$ cat config.mk
export PLATFORM = sky130hd
export DESIGN_NAME = mc_core
export DESIGN_NICKNAME = d
export VERILOG_FILES = /design/src/rtl/mc_core.sv
export SDC_FILE = /design/constraint.sdc
export NUM_CORES = 1
export LEC_CHECK = 0
export CORE_MARGIN = 1.5
export CORE_UTILIZATION = 51
export DETAILED_ROUTE_END_ITERATION = 8
export GPL_TIMING_DRIVEN = 0
export PLACE_DENSITY_LB_ADDON = 0.2
export SKIP_LAST_GASP = 1
export SLEW_MARGIN = 0
export SYNTH_ARGS = -nofsm -noshare
export SYNTH_HDL_FRONTEND = slang
export SYNTH_SLANG_ARGS = --single-unit
$ cat constraint.sdc
create_clock -name clk -period 7.2 [get_ports clk]
set_input_delay 1.8 -clock clk [delete_from_list [all_inputs] [get_ports clk]]
set_output_delay 1.8 -clock clk [all_outputs]
set_load 0.02 [all_outputs]
$ cat src/rtl/mc_core.sv
// mc_core -- small multi-cycle load/store core with a request/grant bus.
//
// Fetches 32-bit big-endian instructions in 32/DATA_W bus beats, decodes,
// executes, optionally performs one data transfer, then writes back.
//
// Ports:
//   clk            rising-edge clock
//   reset          asynchronous active-low reset
//   grant_given    bus grant; completes a transfer only while grant_request=1
//   grant_request  bus request, held until granted
//   rw             0 read, 1 write
//   address        ADDR_W+1 bit transfer address (MSB selects GPIO space)
//   data_in        read data, sampled in the grant cycle
//   data_out       write data, valid while rw=1 and grant_request=1
//   halted         core executed HALT
//   fault          a bus request waited TIMEOUT cycles without grant
module mc_core #(
   parameter int DATA_W   = 8,
   parameter int ADDR_W   = 8,
   parameter int PC_START = 0,
   parameter int TIMEOUT  = 255
) (
   input  logic              clk,
   input  logic              reset,
   input  logic              grant_given,
   output logic              grant_request,
   output logic              rw,
   output logic [ADDR_W:0]   address,
   input  logic [DATA_W-1:0] data_in,
   output logic [DATA_W-1:0] data_out,
   output logic              halted,
   output logic              fault
);

   localparam int BEATS = 32 / DATA_W;
   localparam int BW    = (BEATS > 1) ? $clog2(BEATS) : 1;

   localparam logic [5:0] OP_ALU   = 6'd0;
   localparam logic [5:0] OP_JMP   = 6'd2;
   localparam logic [5:0] OP_JEQ   = 6'd4;
   localparam logic [5:0] OP_JNE   = 6'd5;
   localparam logic [5:0] OP_ALUI  = 6'd8;
   localparam logic [5:0] OP_LOAD  = 6'd32;
   localparam logic [5:0] OP_STORE = 6'd40;
   localparam logic [5:0] OP_HALT  = 6'd63;

   typedef enum logic [2:0] {
      S_FETCH, S_DECODE, S_EXEC, S_MEM, S_WB, S_HALTED, S_FAULT
   } state_t;

   state_t            state_q, state_d;
   logic [ADDR_W-1:0] pc_q, pc_d;
   logic [ADDR_W-1:0] ia_q, ia_d;        // address of the first beat of the current instruction
   logic [BW-1:0]     beat_q, beat_d;
   logic [31:0]       ir_q, ir_d;
   logic [DATA_W-1:0] regs_q [8];
   logic [DATA_W-1:0] regs_d [8];
   logic [DATA_W-1:0] res_q, res_d;
   logic [2:0]        wr_idx_q, wr_idx_d;
   logic              wr_en_q, wr_en_d;
   logic              req_q, req_d;
   logic              rw_q, rw_d;
   logic [ADDR_W:0]   addr_q, addr_d;
   logic [DATA_W-1:0] dout_q, dout_d;
   logic [15:0]       wait_q, wait_d;
   logic              start_q, start_d;  // delays the very first request after reset by one cycle

   logic [5:0]        op, funct;
   logic [DATA_W-1:0] rs_val, rt_val, imm;
   logic [31:0]       imm_ext;
   logic [ADDR_W:0]   maddr;
   logic [ADDR_W-1:0] tgt;
   logic [31+DATA_W:0] ir_cat;
   logic              xfer_done;
   logic              unused_bits;

   assign op      = ir_q[31:26];
   assign funct   = ir_q[5:0];
   assign rs_val  = regs_q[ir_q[23:21]];
   assign rt_val  = regs_q[ir_q[18:16]];
   assign imm_ext = {16'b0, ir_q[15:0]};
   assign imm     = imm_ext[DATA_W-1:0];
   assign maddr   = {ir_q[15], ir_q[ADDR_W-1:0]};
   assign tgt     = ir_q[ADDR_W-1:0];
   // Shift the new beat in at the bottom: earlier beats end up most significant.
   assign ir_cat  = {ir_q, data_in};
   assign unused_bits = ^{ir_cat, imm_ext};

   always_comb begin
      state_d   = state_q;
      pc_d      = pc_q;
      ia_d      = ia_q;
      beat_d    = beat_q;
      ir_d      = ir_q;
      res_d     = res_q;
      wr_idx_d  = wr_idx_q;
      wr_en_d   = wr_en_q;
      req_d     = req_q;
      rw_d      = rw_q;
      addr_d    = addr_q;
      dout_d    = dout_q;
      wait_d    = wait_q;
      start_d   = 1'b1;
      regs_d    = regs_q;
      xfer_done = 1'b0;

      // Shared bus handshake for FETCH and MEM: an idle cycle on entry (and
      // after every grant) guarantees a gap between back-to-back requests.
      if (state_q == S_FETCH || state_q == S_MEM) begin
         if (req_q) begin
            if (grant_given) begin
               req_d     = 1'b0;
               rw_d      = 1'b0;
               addr_d    = '0;
               dout_d    = '0;
               wait_d    = '0;
               xfer_done = 1'b1;
            end else if (wait_q == 16'(TIMEOUT - 1)) begin
               req_d   = 1'b0;
               rw_d    = 1'b0;
               wait_d  = wait_q + 16'd1;
               state_d = S_FAULT;
            end else begin
               wait_d = wait_q + 16'd1;
            end
         end else if (state_q == S_MEM) begin
            req_d  = 1'b1;
            addr_d = maddr;
            rw_d   = (op == OP_STORE);
            dout_d = (op == OP_STORE) ? rt_val : '0;
         end else if (start_q) begin
            req_d  = 1'b1;
            addr_d = {1'b0, pc_q};
            rw_d   = 1'b0;
         end
      end

      case (state_q)
         S_FETCH: begin
            if (xfer_done) begin
               ir_d = ir_cat[31:0];
               pc_d = pc_q + ADDR_W'(1);
               if (beat_q == '0) ia_d = pc_q;
               if (beat_q == BW'(BEATS - 1)) begin
                  beat_d  = '0;
                  state_d = S_DECODE;
               end else begin
                  beat_d = beat_q + BW'(1);
               end
            end
         end
         S_DECODE: begin
            wr_en_d = 1'b0;
            state_d = S_EXEC;
         end
         S_EXEC: begin
            state_d = S_FETCH;
            case (op)
               OP_ALU: begin
                  wr_idx_d = ir_q[13:11];
                  wr_en_d  = 1'b1;
                  state_d  = S_WB;
                  case (funct)
                     6'd32:   res_d = rs_val + rt_val;
                     6'd34:   res_d = rs_val - rt_val;
                     6'd36:   res_d = rs_val & rt_val;
                     6'd37:   res_d = rs_val | rt_val;
                     6'd38:   res_d = rs_val ^ rt_val;
                     6'd42:   res_d = (rs_val < rt_val) ? DATA_W'(1) : '0;
                     default: wr_en_d = 1'b0;
                  endcase
               end
               OP_JMP: pc_d = tgt;
               OP_JEQ: if (rs_val == rt_val) pc_d = ia_q + tgt;
               OP_JNE: if (rs_val != rt_val) pc_d = ia_q + tgt;
               OP_ALUI: begin
                  res_d    = rs_val + imm;
                  wr_idx_d = ir_q[18:16];
                  wr_en_d  = 1'b1;
                  state_d  = S_WB;
               end
               OP_LOAD: begin
                  wr_idx_d = ir_q[18:16];
                  wr_en_d  = 1'b1;
                  state_d  = S_MEM;
               end
               OP_STORE: state_d = S_MEM;
               OP_HALT:  state_d = S_HALTED;
               default:  state_d = S_FETCH;
            endcase
         end
         S_MEM: begin
            if (xfer_done) begin
               if (op == OP_LOAD) res_d = data_in;
               state_d = S_WB;
            end
         end
         S_WB: begin
            // r0 is never written, so it keeps its reset value of zero.
            if (wr_en_q && wr_idx_q != 3'd0) regs_d[wr_idx_q] = res_q;
            wr_en_d = 1'b0;
            state_d = S_FETCH;
         end
         default: ;
      endcase
   end

   always_ff @(posedge clk or negedge reset) begin
      if (!reset) begin
         state_q  <= S_FETCH;
         pc_q     <= ADDR_W'(PC_START);
         ia_q     <= '0;
         beat_q   <= '0;
         ir_q     <= '0;
         for (int i = 0; i < 8; i++) regs_q[i] <= '0;
         res_q    <= '0;
         wr_idx_q <= '0;
         wr_en_q  <= 1'b0;
         req_q    <= 1'b0;
         rw_q     <= 1'b0;
         addr_q   <= '0;
         dout_q   <= '0;
         wait_q   <= '0;
         start_q  <= 1'b0;
      end else begin
         state_q  <= state_d;
         pc_q     <= pc_d;
         ia_q     <= ia_d;
         beat_q   <= beat_d;
         ir_q     <= ir_d;
         regs_q   <= regs_d;
         res_q    <= res_d;
         wr_idx_q <= wr_idx_d;
         wr_en_q  <= wr_en_d;
         req_q    <= req_d;
         rw_q     <= rw_d;
         addr_q   <= addr_d;
         dout_q   <= dout_d;
         wait_q   <= wait_d;
         start_q  <= start_d;
      end
   end

   assign grant_request = req_q;
   assign rw            = rw_q;
   assign address       = addr_q;
   assign data_out      = dout_q;
   assign halted        = (state_q == S_HALTED);
   assign fault         = (state_q == S_FAULT);

endmodule

# == Yosys cells after proc, flatten, opt, wreduce, memory -nomap -nowiden ==
# Index checks and enable logic that the tools add are counted.
# op_classes
n_bitwise,6
n_mux,56
eq_ne,34
addsub,7
order_cmp,5
reduce_logical,29
# ops
operator,n
8-bit 2-to-1 mux,14
64-bit bitwise mux,1
6-bit equality test (second input constant),9
8-bit binary-select mux with 3-bit select,2
8-bit case mux with 2 select lines,3
8-bit case mux with 6 select lines,1
9-bit 2-to-1 mux,4
8-bit adder,3
8-bit demux with 3-bit select,1
8-bit case mux with 3 select lines,1
3-bit 2-to-1 mux,7
16-bit by 1-bit adder with 16-bit output (second input constant),1
16-bit by 8-bit equality test with 1-bit output (second input constant),1
16-bit 2-to-1 mux,1
1-bit 2-to-1 mux,15
3-bit case mux with 5 select lines,1
6-bit by 3-bit equality test with 1-bit output (second input constant),2
4-bit greater-or-equal comparator (second input constant),3
3-bit NOT with 4-bit output,3
3-bit AND reduction,4
2-bit AND reduction,5
5-bit AND reduction,2
2-bit nonzero test,5
3-bit equality test (second input constant),3
34 further kinds,45
# word_totals
ff_bits,165
inputBits,11
word_cells,159
output_inout_bits,21

# == Longest topological paths before layout ==
# Gate-level depths: netlist (run 1).
# logic_depth
depth_word,9
depth_mapped,15
depth_no_buf,13

# == Worst setup path after synthesis (run 1) ==
# Ideal clock, no wire load.
# synth_path
kind,register -> register
startpoint,register ir_q[21]
endpoint,register pc_q[3]
n_path_buf,3
arrival_ns,3.915
period_less_slack_ns,3.998
setup_ns,0.083
path_stages_with_launch,14
setup_slack_ns,3.202
required_ns,7.117
cell_sequence,dfrtp_1 clkbuf_1 buf_1 mux4_2 mux2i_1 ha_1 or4_1 nor2_1 a21oi_1 o32ai_1 a21o_1 buf_2 o21ai_0 o21ai_0
# synth_via
elab_chain_cells,7
elab_cells_between_ends,9
cone_classes,eq/ne: 4; mux: 3; bitwise: 1; reduce/logical: 1
# synth_lines
element,line,source
"start, declared",55,"logic [31:0] ir_q, ir_d;"
"start signal, assigned",230,ir_q <= ir_d;
3-bit NOT with 4-bit output (implied by the code) *,79,assign rs_val = regs_q[ir_q[23:21]];
8-bit binary-select mux with 3-bit select *,79,
8-bit 2-to-1 mux (implied by the code) * (2 in series),79,
8-bit inequality test or 8-bit equality test (tied branches),"175, 174",
3-bit inequality test (no line),n/a,
5-bit AND reduction (no line) *,n/a,
"end signal, assigned",211,pc_q <= ADDR_W'(PC_START);
"end signal, assigned",227,pc_q <= pc_d;
"end, declared",52,"logic [ADDR_W-1:0] pc_q, pc_d;"
# Every way passes the cells marked *; elsewhere a longest branch is shown, timed or not. The select of a mux whose other input is x is not followed.
# A chain may end at the register's enable or synchronous reset.

# == Final worst setup path (run 1) ==
# Ends and elaborated chain as after synthesis.

==> flow_metrics.py, run 1 <==
metrics = {
    "outcome": {
        "status": "complete, no violations",
    },
    "floorplanning": {
        "pin_count": 32,
        "die_y_um": 141,
        "num_rows": 50,
        "core_area_um2": 18600,
        "die_area_um2": 19700,
        "initial_core_util": 0.517,
        "die_width_um": 141,
    },
    "yosys": {
        "netlist_area_um2": 9640,
        "synth.distinct_cells": 65,
        "synth-simple-area-share": 0.149,
        "yosysWarnings": 0,
        "postSynthAreaPerCell_um2": 9.98,
        "synthCells": 966,
        "synth_seq_cells": 163,
        "synth.mux.area_fraction": 0.169,
        "ys_seq_area_frac": 0.423,
        "syn-num-nets": 1024,
        "synth_compound_area_frac": 0.130,
        "yosys.area_share.adder": 0.0651,
        "synth_top_family_by_area": "multiplexers",
        "synthArstFlopShare": 1.00,
        "synth_xor_xnor_area_share": 0.0263,
        "synth_edf_count": 0,
        "synth_flop_cell": "dfrtp_1",
    },
    "clocking": {
        "cts_resized": 0,
        "root_buffer": "clkbuf_16",
        "clock_latency_ns": 0.44,
        "post-cts-setup-buffers": 0,
        "cts_made_buffers": 17,
        "h-tree-depth": 4,
        "cts_buffer_depth": 2,
        "cts_tree": "done",
        "cts_hold_buf": 0,
        "cts_sinks": 163,
        "clk_pin_slew_ns": 0.07,
    },
    "power_and_ir_drop": {
        "powerDensity_nw_per_um2": 331,
        "peakVddDrop_uv": 185,
        "total_power_w": 0.00361,
        "p_leak_nw": 4.93,
        "swShare": 0.399,
        "power.internal_w": 0.00217,
        "comb_power_share": 0.360,
        "seqPwrFrac": 0.365,
        "power_switching_w": 0.00144,
        "clkPwrFrac": 0.275,
    },
    "place": {
        "dp_hpwl_um": 18100,
        "place_congestion": 0.867,
        "dpl.cell_count": 1232,
        "place_area_um2": 10300,
        "pre_cts_ws_ns": 1.87,
        "numPortBuffers": 31,
    },
    "finish": {
        "area_delta_synth_final_pct": 13.2,
        "drive_gt1_frac": 0.130,
        "antenna_cells": 0,
        "fillCellCount": 1613,
        "fin_cells": 1264,
        "final_nets": 1075,
        "stdcell_area_um2": 10900,
    },
    "critical_path": {
        "crit_arrival_ns": 5.75,
        "cp-end-kind": "flip-flop",
        "r2r_slack_ns": 1.81,
        "crit_slowest_cell": "buf_1",
        "critPathMostFrequentCell": "o21ai_0",
        "criticalPathCategory": "reg2reg",
        "worstPathCellList": "clkbuf_1 -> buf_1 -> mux4_2 -> mux2i_1 -> ha_1 -> or4_1 -> nor2_1 -> a21oi_1 -> o32ai_1 -> a21o_1 -> buf_2 -> o21ai_0 -> o21ai_0",
        "crit_path_max_incr_delay_ns": 0.80,
        "worstPathRequired_ns": 7.56,
        "path_max_fanout": 10,
        "cp-start-kind": "flip-flop",
    },
    "global_routing": {
        "grt_usage": 0.268,
        "grt_max_degree": 114,
        "antenna_found_initial": 0,
        "first_global_vias": 7122,
        "grt_pass1_wl_um": 40200,
        "grt_overflow": 0,
    },
    "timing": {
        "clock.fmax_ghz": 0.186,
        "min_period_over_period": 0.749,
        "worstMarginPinSlew_ns": 1.03,
        "finalCriticalPeriod_ns": 5.39,
        "setup_violations": 0,
        "hold_ws_ns": 0.472,
        "layout_setup_ws_ns": 1.81,
        "fin_skew_ns": 0.00975,
        "final_hold_viol_count": 0,
        "rsz0062_at_grt": "false",
        "maxSlewHeadroom": 0.294,
        "slew_viol_final": 0,
    },
    "routing": {
        "num_vias": 7575,
        "drt_iter0_markers": 632,
        "vias_per_cell": 5.99,
        "antenna_left": 0,
        "wire_per_inst_um": 20.2,
        "wl_um": 25500,
        "drc": 0,
        "dr.pass1.iters": 5,
    },
    "min_path": {
        "min-delay-path-class": "reg2reg",
    },
    "flow_run": {
        "maxCapViolations": 0,
    },
}
[power groups by stage]
| stage | sequential [W] | combinational [W] | clock [W] |
|---|---|---|---|
| 5_1_grt | 0.00134 | 0.00143 | 0.00104 |
| 6_report | 0.00132 | 0.00130 | 0.000993 |
| 3_3_place_gp | 0.00133 | 0.00126 | 0 |
| 3_5_place_dp | 0.00133 | 0.00129 | 0 |
| 2_1_floorplan | 0.00127 | 0.000902 | 0 |
| 4_1_cts | 0.00131 | 0.00129 | 0.00100 |
[final cells by class]
cell class,instances,area (µm²),area share
clock inverter,13,181,0.0166
timing repair buffer,32,343,0.0314
sequential,163,4080,0.374
tap,234,293,0.0268
multi-input combinational,707,5200,0.476
buffer,54,208,0.0190
clock buffer,19,453,0.0415
inverter,42,158,0.0144
[placed cells by master, fill, tap and decap left out, types with 5 or more instances in the layout]
master and n:
dfrtp_1 163, nand2_1 146, nor2_1 75, o21ai_0 71, mux2_2 55, clkbuf_1 45
ha_1 43, inv_1 42, a21oi_1 39, mux4_2 32, clkdlybuf4s50_1 30, mux2i_1 29
clkbuf_16 17, nor3_1 15, xor2_1 15, xnor2_1 14, nand3_1 13, a211oi_1 13
nor2b_1 10, nand4_1 10, o211ai_1 10, o22ai_1 8, a31oi_1 8, o21a_1 7
o31ai_1 7, or3_1 6, o22a_1 6, inv_6 6, and2_1 5, or4_1 5
buf_1 5, o21bai_1 5
[critical path, delay by kind of cell, from the launching register on]
family | cells | cell delay, ns
DFF | 1 | 0.32
buffers and inverters | 3 | 1.60
muxes | 2 | 1.37
adders and majority gates | 1 | 0.44
AOI/OAI and AO/OA | 5 | 0.80
and+or+nand+nor | 2 | 0.78
[routing by layer]
metal | wire [µm] | global-route usage
met3 | 1200 | 0.0414
met2 | 12000 | 0.419
met5 | 0 | 0
met4 | 569 | 0.0866
met1 | 11700 | 0.385
[registers in the layout (all words and copies together), names as in the netlist, 3 cells and up]
name,cells
address,9
data_out,8
ia_q,8
ir_q,30
pc_q,8
regs_q,64
res_q,8
state_q,3
wait_q,16
wr_idx_q,3
[cells in the mapped netlist, drive strengths merged, types with 3 or more instances]
library cell | instances | area (µm²)
o31a | 3 | 26.3
mux2 | 55 | 619
nand3b | 3 | 22.5
o22ai | 8 | 50.1
fa | 4 | 80.1
ha | 43 | 538
o21a | 7 | 52.6
nor2b | 10 | 62.6
a211oi | 14 | 110
o22a | 6 | 52.6
or3 | 6 | 37.5
dfrtp | 163 | 4080
a31oi | 8 | 50.1
mux2i | 29 | 290
nand4 | 10 | 62.6
clkbuf | 45 | 169
a21o | 4 | 30.0
o21ai | 73 | 369
mux4 | 32 | 721
or4 | 6 | 48.8
nand2b | 3 | 18.8
buf | 9 | 38.8
xor2 | 15 | 131
xnor2 | 14 | 123
a21oi | 39 | 195
and3 | 3 | 18.8
nor3 | 16 | 85.1
inv | 42 | 158
nor2 | 75 | 282
o211ai | 10 | 75.1
nand2 | 146 | 548
o31ai | 7 | 52.6
nor3b | 3 | 32.5
o21bai | 5 | 37.5
and2 | 5 | 31.3
nand3 | 13 | 65.1
[worst paths after layout]
kind                          start         end  cells past startpoint
setup / recovery           ir_q[21]     pc_q[3]                     13
hold / removal             ir_q[19]    ir_q[27]                      2
setup reg to reg           ir_q[21]     pc_q[3]                     13
hold reg to reg            ir_q[19]    ir_q[27]                      2
max in group asynchronous     reset   beat_q[0]                      2
min in group asynchronous     reset  regs_q[28]                      1
[logic make-up (layout without fill, tap and decap cells)]
family | Yosys count | in the layout
simple gates | 312 | 312
compound gates | 201 | 201
flops | 163 | 163
mux | 116 | 116
buf+inv | 96 | 160
fa+ha+maj | 48 | 48
xor+xnor | 29 | 29
other cells | 1 | 1
[stage by stage]
step	TNS, ns	util
floorplan	0	-
global placement	-405.00	0.550
detailed placement	0	0.551
CTS	0	0.585
global route	0	0.585
finish	0	0.585
Power figures use the tool's default switching activity.
==> run 2: changes to the inputs <==
==> constraint.sdc (replaced) <==
create_clock -name clk -period 5.5 [get_ports clk]
set_input_delay 1.375 -clock clk [delete_from_list [all_inputs] [get_ports clk]]
set_output_delay 1.375 -clock clk [all_outputs]
set_load 0.02 [all_outputs]
==> run 2 against run 1 <==
Effect of this change: sequential share of layout area about the same; clock power increased by 30%; highest routed layer unchanged; non-clock buffer count unchanged; sequential cell count unchanged; critical endpoint unchanged.
==> flow_metrics.py, run 2 (same netlist as run 1, synthesis figures left out) <==
metrics = {
    "routing": {
        "drt_iter0_markers": 605,
        "dr.pass1.iters": 5,
        "vias_per_cell": 6.04,
        "wire_per_inst_um": 20.2,
        "antenna_left": 0,
        "wl_um": 25500,
        "drc": 0,
        "num_vias": 7635,
    },
    "finish": {
        "register_area_um2": 4080,
        "antenna_cells": 0,
        "final_cell_mix": "163 x dfrtp_1, 146 x nand2_1, 75 x nor2_1",
        "drive_gt1_frac": 0.131,
        "final_core_util": 0.586,
        "area_delta_synth_final_pct": 13.2,
        "largest_registers": "regs_q: 64 flops, ir_q: 30 flops, wait_q: 16 flops",
        "multiInputGateArea_um2": 5200,
        "fillCellCount": 1612,
        "final_nets": 1075,
        "final_common_cell": "dfrtp_1",
        "largest_register_ffs": 64,
        "top_register": "regs_q",
    },
    "floorplanning": {
        "num_rows": 50,
        "pin_count": 32,
        "core_area_um2": 18600,
        "initial_core_util": 0.517,
        "die_width_um": 141,
        "die_area_um2": 19700,
        "die_y_um": 141,
    },
    "clocking": {
        "cts_resized": 0,
        "clock_latency_ns": 0.44,
        "clk_pin_slew_ns": 0.07,
        "cts_sinks": 163,
        "cts_made_buffers": 17,
        "cts_tree": "done",
        "cts_hold_buf": 0,
        "h-tree-depth": 4,
        "post-cts-setup-buffers": 0,
        "root_buffer": "clkbuf_16",
        "cts_buffer_depth": 2,
    },
    "global_routing": {
        "grt_max_degree": 114,
        "antenna_found_initial": 0,
        "first_global_vias": 7122,
        "grt_overflow": 0,
        "grt_pass1_wl_um": 40200,
        "grt_usage": 0.268,
    },
    "critical_path": {
        "cp_num_buf_inv": 3,
        "worstPathRequired_ns": 5.86,
        "criticalPathCategory": "reg2reg",
        "worstPathCellList": "clkbuf_1 -> buf_2 -> mux4_2 -> mux2i_1 -> ha_1 -> or4_1 -> nor2_1 -> a21oi_1 -> o32ai_1 -> a21o_1 -> buf_2 -> o21ai_0 -> o21ai_0",
        "r2r_slack_ns": 0.38,
        "cp-end-kind": "flip-flop",
        "crit_family": "buffers and inverters",
        "cp-start-kind": "flip-flop",
        "path_max_fanout": 10,
        "crit_arrival_ns": 5.48,
        "crit_path_max_incr_delay_ns": 0.71,
        "crit_slowest_cell": "mux2i_1",
    },
    "place": {
        "place_congestion": 0.867,
        "numPortBuffers": 31,
        "pre_cts_ws_ns": 0.172,
        "dp_hpwl_um": 18100,
    },
    "power_and_ir_drop": {
        "powerDensity_nw_per_um2": 433,
        "p_leak_nw": 4.94,
        "clkPwrFrac": 0.274,
        "comb_power_share": 0.361,
        "power.internal_w": 0.00285,
        "total_power_w": 0.00473,
        "power_switching_w": 0.00188,
        "swShare": 0.398,
        "seqPwrFrac": 0.365,
        "peakVddDrop_uv": 240,
    },
    "timing": {
        "fin_skew_ns": 0.0101,
        "rsz0062_at_grt": "false",
        "finalCriticalPeriod_ns": 5.12,
        "maxSlewHeadroom": 0.302,
        "setup_violations": 0,
        "worstMarginPinSlew_ns": 1.02,
        "final_hold_viol_count": 0,
        "layout_setup_ws_ns": 0.382,
        "min_period_over_period": 0.930,
        "slew_viol_final": 0,
        "clock.fmax_ghz": 0.195,
    },
    "outcome": {
        "status": "complete, no violations",
    },
    "flow_run": {
        "maxCapViolations": 0,
    },
    "min_path": {
        "min-delay-path-class": "reg2reg",
    },
}
[run 2: cell type report]
class / count / share of cell area
Timing Repair Buffer: 32 / 0.0314
Clock inverter: 13 / 0.0166
Sequential cell: 163 / 0.374
Multi-Input combinational cell: 707 / 0.476
Clock buffer: 19 / 0.0415
Buffer: 54 / 0.0191
Tap cell: 234 / 0.0268
Inverter: 42 / 0.0144
[run 2: worst reg2reg max path, delay by kind of cell (launching register included)]
family / cells / cell delay, ns
mux: 2 / 1.28
compound gates: 5 / 0.80
buf+inv: 3 / 1.41
simple gates: 2 / 0.79
flops: 1 / 0.32
fa+ha+maj: 1 / 0.43
[run 2: power by group through the flow]
stage                     Clock, W  Combinational [W]  Sequential, W
after floorplan                  0            0.00118        0.00166
after global placement           0            0.00165        0.00174
after detailed placement         0            0.00168        0.00174
after CTS                  0.00131            0.00169        0.00172
after global routing       0.00136            0.00187        0.00176
final                      0.00129            0.00171        0.00173
[run 2: worst paths after layout]
| kind | startpoint | to | depth (start not counted) |
|---|---|---|---|
| worst max-delay path | ir_q[16] | pc_q[3] | 13 |
| worst min-delay path | ir_q[19] | ir_q[27] | 2 |
| worst max register to register | ir_q[16] | pc_q[3] | 13 |
| worst min register to register | ir_q[19] | ir_q[27] | 2 |
| max in group asynchronous | reset | res_q[6] | 2 |
| min in group asynchronous | reset | regs_q[28] | 1 |
[run 2: per-stage QoR]
step                TNS [ns]  instance area [µm²]  instances  hold slack (ns)
detailed placement         0                10300       1232            0.456
finish                     0                10900       1264            0.471
global route               0                10900       1264            0.488
floorplan                  0                 9640        966            0.439
global placement     -612.83                10200       1231            0.448
CTS                        0                10900       1264            0.475
[run 2: layer usage]
metal | wire, µm | part of all wire | vias up | global-route usage
li1 | - | - | 3549 | -
met1 | 11600 | 0.45 | 3792 | 0.385
met2 | 12000 | 0.47 | 253 | 0.419
met3 | 1320 | 0.052 | 41 | 0.0414
met4 | 610 | 0.024 | 0 | 0.0866
met5 | 0 | 0 | - | 0
